### src/rtl/bp_pkg.sv
`default_nettype none
// ============================================================================
// Module : bp_pkg
// Brief  : Shared types for the gshare update scheduler.
// Rev    : 1.0
// ============================================================================
package bp_pkg;

  localparam int BP_ALIAS_W = 6;

  typedef struct packed {
    logic [BP_ALIAS_W-1:0] br_alias;
    logic                  taken;
    logic                  mispred;
  } bp_entry_t;

  typedef enum logic [1:0] {
    IDLE    = 2'd0,
    DRAIN   = 2'd1,
    RECOVER = 2'd2
  } bp_state_e;

  function automatic logic is_mispred(input logic taken, input logic pred);
    return taken ^ pred;
  endfunction

endpackage
`default_nettype wire

### src/rtl/bp_update_sched_if.sv
`default_nettype none
// ============================================================================
// Module : bp_update_sched_if
// Brief  : Writeback offer, front-end stall and predictor update bundle.
// Rev    : 1.0
// ============================================================================
interface bp_update_sched_if;
  import bp_pkg::*;

  logic                  wb_valid;
  logic [BP_ALIAS_W-1:0] wb_alias;
  logic                  wb_taken;
  logic                  wb_pred;
  logic                  wb_ready;
  logic                  fetch_stall;
  logic                  prev_is_BR;
  logic [BP_ALIAS_W-1:0] prev_BR_alias;
  logic                  prev_BR_result;
  logic                  LD;
  logic                  flush;
  logic                  busy;

  modport master (
    output wb_valid, wb_alias, wb_taken, wb_pred, fetch_stall,
    input  wb_ready, prev_is_BR, prev_BR_alias, prev_BR_result, LD, flush, busy
  );

  modport slave (
    input  wb_valid, wb_alias, wb_taken, wb_pred, fetch_stall,
    output wb_ready, prev_is_BR, prev_BR_alias, prev_BR_result, LD, flush, busy
  );

endinterface
`default_nettype wire

### src/rtl/bp_res_fifo.sv
`default_nettype none
// ============================================================================
// Module : bp_res_fifo
// Brief  : Power-of-two FIFO of branch resolutions with occupancy count.
// Rev    : 1.0
// ============================================================================
module bp_res_fifo
  import bp_pkg::*;
#(
  parameter int DEPTH = 4
) (
  input  wire logic                     clk,
  input  wire logic                     reset,
  input  wire logic                     push,
  input  wire logic                     pop,
  input  wire bp_entry_t                din,
  output logic                          full,
  output logic                          empty,
  output bp_entry_t                     head,
  output logic [$clog2(DEPTH):0]        count
);

  localparam int PTR_W = $clog2(DEPTH);
  localparam int CNT_W = PTR_W + 1;

  bp_entry_t          mem_q [DEPTH];
  logic [PTR_W-1:0]   wr_ptr_q;
  logic [PTR_W-1:0]   rd_ptr_q;
  logic [CNT_W-1:0]   count_q;
  logic               w_wr;
  logic               w_rd;

  assign full  = (count_q == CNT_W'(DEPTH));
  assign empty = (count_q == '0);
  assign head  = mem_q[rd_ptr_q];
  assign count = count_q;

  // Requests that would overflow or underflow are ignored here.
  assign w_wr = push & ~full;
  assign w_rd = pop  & ~empty;

  always_ff @(posedge clk) begin
    if (w_wr) begin
      mem_q[wr_ptr_q] <= din;
    end
  end

  always_ff @(posedge clk or negedge reset) begin
    if (!reset) begin
      wr_ptr_q <= '0;
      rd_ptr_q <= '0;
      count_q  <= '0;
    end else begin
      if (w_wr) begin
        wr_ptr_q <= wr_ptr_q + PTR_W'(1);
      end
      if (w_rd) begin
        rd_ptr_q <= rd_ptr_q + PTR_W'(1);
      end
      unique case ({w_wr, w_rd})
        2'b10:   count_q <= count_q + CNT_W'(1);
        2'b01:   count_q <= count_q - CNT_W'(1);
        default: count_q <= count_q;
      endcase
    end
  end

endmodule
`default_nettype wire

### src/rtl/bp_update_sched.sv
`default_nettype none
// ============================================================================
// Module : bp_update_sched
// Brief  : Buffers branch resolutions and drains them onto the gshare update port.
// Rev    : 1.0
// ============================================================================
module bp_update_sched
  import bp_pkg::*;
#(
  parameter int DEPTH     = 4,
  parameter int RECOV_CYC = 2
) (
  input  wire logic         clk,
  input  wire logic         reset,
  bp_update_sched_if.slave  bus
);

  localparam int CNT_W = $clog2(DEPTH) + 1;
  localparam int RC_W  = (RECOV_CYC > 1) ? $clog2(RECOV_CYC) : 1;

  bp_state_e         state_q;
  bp_state_e         state_d;
  logic [RC_W-1:0]   rcnt_q;
  logic [RC_W-1:0]   rcnt_d;

  logic              w_push;
  logic              w_pop;
  logic              w_full;
  logic              w_empty;
  bp_entry_t         w_din;
  bp_entry_t         w_head;
  logic [CNT_W-1:0]  w_count;

  assign w_din = '{br_alias: bus.wb_alias,
                   taken:    bus.wb_taken,
                   mispred:  is_mispred(bus.wb_taken, bus.wb_pred)};

  // Readiness reflects the occupancy before this cycle's dequeue.
  assign w_push = bus.wb_valid & ~w_full;
  assign w_pop  = (state_q == DRAIN) & ~bus.fetch_stall & ~w_empty;

  bp_res_fifo #(
    .DEPTH (DEPTH)
  ) u_fifo (
    .clk   (clk),
    .reset (reset),
    .push  (w_push),
    .pop   (w_pop),
    .din   (w_din),
    .full  (w_full),
    .empty (w_empty),
    .head  (w_head),
    .count (w_count)
  );

  always_ff @(posedge clk or negedge reset) begin
    if (!reset) begin
      state_q <= IDLE;
      rcnt_q  <= '0;
    end else begin
      state_q <= state_d;
      rcnt_q  <= rcnt_d;
    end
  end

  always_comb begin
    state_d = state_q;
    rcnt_d  = rcnt_q;
    unique case (state_q)
      IDLE: begin
        if (!w_empty && !bus.fetch_stall) begin
          state_d = DRAIN;
        end
      end
      DRAIN: begin
        if (w_pop) begin
          if (w_head.mispred) begin
            state_d = RECOVER;
            rcnt_d  = RC_W'(RECOV_CYC - 1);
          end else if ((w_count == CNT_W'(1)) && !w_push) begin
            state_d = IDLE;
          end
        end
      end
      RECOVER: begin
        // The window length is fixed; stalls never stretch it.
        if (rcnt_q == '0) begin
          state_d = w_empty ? IDLE : DRAIN;
        end else begin
          rcnt_d = rcnt_q - RC_W'(1);
        end
      end
      default: begin
        state_d = IDLE;
      end
    endcase
  end

  assign bus.wb_ready       = ~w_full;
  assign bus.prev_is_BR     = w_pop;
  assign bus.prev_BR_alias  = w_pop ? w_head.br_alias : '0;
  assign bus.prev_BR_result = w_pop ? w_head.taken    : 1'b0;
  assign bus.LD             = ~bus.fetch_stall & (state_q != RECOVER);
  assign bus.flush          = (state_q == RECOVER);
  assign bus.busy           = ~w_empty | (state_q != IDLE);

endmodule
`default_nettype wire

### src/flat_wrapper.sv
// flat-port wrapper written by rule: the top's interface ports become plain ports
module bp_update_sched_flat import bp_pkg::*;
#(
  parameter int DEPTH     = 4,
  parameter int RECOV_CYC = 2
)
  (clk, reset, bus_wb_valid, bus_wb_alias, bus_wb_taken, bus_wb_pred, bus_fetch_stall, bus_wb_ready, bus_prev_is_BR, bus_prev_BR_alias, bus_prev_BR_result, bus_LD, bus_flush, bus_busy);
  bp_update_sched_if bus_i ();
  input  wire logic clk;
  input  wire logic reset;
  input wire logic [$bits(bus_i.wb_valid)-1:0] bus_wb_valid;
  input wire logic [$bits(bus_i.wb_alias)-1:0] bus_wb_alias;
  input wire logic [$bits(bus_i.wb_taken)-1:0] bus_wb_taken;
  input wire logic [$bits(bus_i.wb_pred)-1:0] bus_wb_pred;
  input wire logic [$bits(bus_i.fetch_stall)-1:0] bus_fetch_stall;
  output wire logic [$bits(bus_i.wb_ready)-1:0] bus_wb_ready;
  output wire logic [$bits(bus_i.prev_is_BR)-1:0] bus_prev_is_BR;
  output wire logic [$bits(bus_i.prev_BR_alias)-1:0] bus_prev_BR_alias;
  output wire logic [$bits(bus_i.prev_BR_result)-1:0] bus_prev_BR_result;
  output wire logic [$bits(bus_i.LD)-1:0] bus_LD;
  output wire logic [$bits(bus_i.flush)-1:0] bus_flush;
  output wire logic [$bits(bus_i.busy)-1:0] bus_busy;
  assign bus_i.wb_valid = bus_wb_valid;
  assign bus_i.wb_alias = bus_wb_alias;
  assign bus_i.wb_taken = bus_wb_taken;
  assign bus_i.wb_pred = bus_wb_pred;
  assign bus_i.fetch_stall = bus_fetch_stall;
  assign bus_wb_ready = bus_i.wb_ready;
  assign bus_prev_is_BR = bus_i.prev_is_BR;
  assign bus_prev_BR_alias = bus_i.prev_BR_alias;
  assign bus_prev_BR_result = bus_i.prev_BR_result;
  assign bus_LD = bus_i.LD;
  assign bus_flush = bus_i.flush;
  assign bus_busy = bus_i.busy;
  bp_update_sched #(.DEPTH(DEPTH), .RECOV_CYC(RECOV_CYC)) u_core (.clk(clk), .reset(reset), .bus(bus_i));
endmodule
### config.mk
export PLATFORM = sky130hd
export DESIGN_NAME = bp_update_sched_flat
export DESIGN_NICKNAME = d
export VERILOG_FILES = /design/src/rtl/bp_pkg.sv /design/src/rtl/bp_update_sched_if.sv /design/src/rtl/bp_res_fifo.sv /design/src/rtl/bp_update_sched.sv /design/src/flat_wrapper.sv
export SDC_FILE = /design/constraint.sdc
export NUM_CORES = 1
export LEC_CHECK = 0
export ABC_CLOCK_PERIOD_IN_PS = 5300
export CAP_MARGIN = 30
export CELL_PAD_IN_SITES_DETAIL_PLACEMENT = 0
export CELL_PAD_IN_SITES_GLOBAL_PLACEMENT = 2
export CORE_UTILIZATION = 43
export CTS_CLUSTER_SIZE = 16
export DETAILED_ROUTE_END_ITERATION = 8
export PLACE_DENSITY = 0.87
export SETUP_SLACK_MARGIN = 0.5
export SLEW_MARGIN = 20
export SYNTH_ARGS = -nofsm -noshare
export SYNTH_HDL_FRONTEND = slang
export SYNTH_SLANG_ARGS = --single-unit
### constraint.sdc
create_clock -name clk -period 5.3 [get_ports clk]
set_clock_uncertainty 0.1 [all_clocks]
set_input_delay 0.53 -clock clk [delete_from_list [all_inputs] [get_ports clk]]
set_output_delay 0.53 -clock clk [all_outputs]
set_load 0.01 [all_outputs]
==> impl_metrics.json <==
{
  "hold_end": "u_core.rcnt_q$_DFFE_PN0P_",
  "hold_path_depth": 2,
  "setup_tns_ns": 0,
  "p_total_mw": 1.137,
  "r2r-end": "u_core.u_fifo.count[2]$_DFFE_PN0P_",
  "cp.arrival_ns": 2.55,
  "wl_um": 3118,
  "top_usage_layer": "met2",
  "synth.avg_cell_area_um2": 16.37,
  "final.period_utilization": 0.5995,
  "hpwlAfterDp_um": 2197,
  "clock_power_share": 0.178,
  "cts_setup_buffers": 0,
  "die_w_um": 69.03,
  "clock_sinks": 42,
  "multi_input_area_um2": 666.9,
  "nets": 171,
  "tightest_slew_ns": 0.6992,
  "grt_max_degree": 15,
  "gr-usage-met3": 0.04532,
  "worstPathRequired_ns": 4.67,
  "core-area_um2": 4324,
  "crit_fanout": 11,
  "clk_latency_ns": 0.29,
  "synthCells": 118,
  "first_global_vias": 1034,
  "drive_gt1_frac": 0.1156,
  "rows": 24,
  "start_util": 0.4468,
  "slew_viol_final": 0,
  "ir_drop_uv": 210.1,
  "leakage_nw": 0.8884,
  "clock_path_buffers": 2,
  "p_seq_frac": 0.456,
  "numCtsBuffers": 5,
  "combPwrFrac": 0.366,
  "antenna_found_initial": 0,
  "synthToLayoutAreaGrowth_pct": 19.11,
  "detail-route-antenna-nets": 0,
  "use_met1": 0.1944,
  "worstSetupStartpointType": "register",
  "min_path_type": "reg -> reg",
  "root_buffer": "clkbuf_8",
  "sw_frac_of_total": 0.3303,
  "yosysSeqAreaShare": 0.6269,
  "die-area_um2": 4764,
  "wl_per_cell_um": 15.67,
  "setup_viol": 0,
  "diodes": 0,
  "reg2regPathDepth": 8,
  "drt-pass1-iter-count": 4,
  "syn_area_um2": 1932,
  "cts.repair.resized": 0,
  "clkSlewWorstSetupHoldPaths_ns": 0.08,
  "end_kind": "output port",
  "timing.final.crit_period_ns": 3.178,
  "htreeDepth": 2,
  "reg2reg_from": "u_core.u_fifo.count[0]$_DFFE_PN0P_",
  "gp_congestion": 0.8323,
  "yosys_register_bits": 42,
  "ios": 24,
  "power.switching_mw": 0.3756,
  "cts_hold_buf": 0,
  "power_density_nw_per_um2": 494.1,
  "post-route-drc-count": 0,
  "seq_area_um2": 1211,
  "outcome": "finished, final reports clean",
  "vias": 1017,
  "ys_types": 28,
  "fmax_mhz": 314.7,
  "slew-limit-headroom": 0.5314,
  "die_h_um": 69.03,
  "critical_path_class": "reg -> out",
  "grt_pass1_wl_um": 5202,
  "p_int_mw": 0.7614,
  "r2r_slack_ns": 2.86,
  "fillers": 374,
  "cts_tree": "built",
  "vias_per_cell": 5.111,
  "final_cells": 199,
  "ys_warn_count": 0,
  "gr-usage-all-layers": 0.1444,
  "rsz0062_at_grt": "false",
  "syn_nets": 143,
  "cap_violations": 0,
  "hold_path_startpoint": "u_core.rcnt_q$_DFFE_PN0P_",
  "drtIter0Drc": 59,
  "grt_overflow_total": 0,
  "dpl.cell_count": 191,
  "hold_viol": 0,
  "met2_usage": 0.2233,
  "port_buffers": 23
}
==> worst max path at each step <==
stage,from,endpoint,slack [ns]
after global placement,bus_fetch_stall,bus_prev_BR_alias[3],2.25
after global routing,u_core.u_fifo.count[0]$_DFFE_PN0P_,bus_prev_BR_alias[5],1.91
after floorplan,u_core.u_fifo.count[0]$_DFFE_PN0P_,bus_prev_BR_alias[0],3.18
after CTS,u_core.u_fifo.count[0]$_DFFE_PN0P_,bus_prev_BR_alias[3],2.07
final,u_core.u_fifo.count[0]$_DFFE_PN0P_,bus_prev_BR_alias[3],2.12
after detailed placement,bus_fetch_stall,bus_prev_BR_alias[3],2.18
==> cells in the mapped netlist <==
master	number	area (um2)
nand2_1	6	22.52
buf_6	1	11.26
clkbuf_2	1	5.000
o22ai_1	1	6.260
o211ai_1	1	7.510
xnor2_1	4	35.03
nor2_1	2	7.510
o31ai_1	1	7.510
mux2i_1	3	30.03
o21bai_1	1	7.510
nor3_2	1	10.01
inv_1	9	33.78
a41o_1	1	10.01
o21ai_0	2	10.01
nor2b_1	1	6.260
nor2b_2	1	8.760
mux4_1	4	105.1
and2_1	8	50.05
inv_2	1	3.750
mux4_2	4	90.09
dfrtp_1	10	250.2
a31oi_1	1	6.260
edfxtp_1	32	960.9
o21ai_2	1	8.760
and3_1	4	25.02
xor2_1	3	26.28
ha_1	13	162.7
nor4b_4	1	23.77
==> critical path: stages (launching register included) <==
cell and delay, ns:
dfrtp_1 0.45, inv_1 0.09, ha_1 0.22, nor2b_2 0.20, nor3_2 0.54, and2_1 0.22
clkdlybuf4s50_1 0.53
==> metal layers <==
layer / wire length (um) / share of wire
met5: 0 / 0
met3: 89 / 0.029
met1: 1451 / 0.47
met4: 26 / 0.0083
met2: 1551 / 0.50
==> kinds of logic (layout without fill, tap and decap cells) <==
logic type                 count (synthesis)  count (layout)  share of synthesized area
AOI/OAI and AO/OA                          9               9                    0.03304
xor gates and xnor gates                   7               7                    0.03174
muxes                                     11              11                     0.1166
buffers and inverters                     12              41                    0.02784
and+or+nand+nor                           24              24                    0.07966
DFF                                       42              42                     0.6269
adders and majority gates                 13              13                    0.08420
==> layout make-up <==
cell class	count	share of cell area
Timing Repair Buffer	23	0.1001
Tap cell	52	0.02828
Clock buffer	5	0.02991
Clock inverter	3	0.009244
Multi-Input combinational cell	64	0.2898
Inverter	10	0.01631
Sequential cell	42	0.5264
==> state kept, by name, summed over array words and instances, names as in the netlist <==
signal / flops
u_core.u_fifo.mem_q: 32
u_core.u_fifo.wr_ptr_q: 2
u_core.rcnt_q: 1
u_core.u_fifo.rd_ptr_q: 2
u_core.state_q: 2
u_core.u_fifo.count: 3
==> power by group through the flow <==
stage	Combinational, mW	Sequential [mW]	Clock, mW
CTS	0.425	0.522	0.208
detailed placement	0.422	0.530	0
floorplan	0.336	0.483	0
global route	0.462	0.532	0.219
finish	0.416	0.519	0.202
global placement	0.415	0.522	0
==> layout by cell type (no fill, tap or decap), types with 2 or more instances in the layout <==
master,n
edfxtp_1,32
clkdlybuf4s50_1,23
ha_1,13
dfrtp_1,10
inv_1,9
and2_1,8
nand2_1,6
clkbuf_8,5
mux4_2,4
mux4_1,4
and3_1,4
xnor2_1,4
xor2_1,3
mux2i_1,3
nor2_1,2
o21ai_0,2
==> stage by stage <==
step	util	cell area, um2	hold WS (ns)	setup WS [ns]
floorplan	-	1932	0.1344	3.184
global placement	0.5113	2211	0.3970	2.249
detailed placement	0.5113	2211	0.4079	2.177
CTS	0.5321	2301	0.4324	2.069
global route	0.5321	2301	0.4676	1.910
finish	0.5321	2301	0.4267	2.122
No activity file was read; power rests on OpenSTA's default activity.
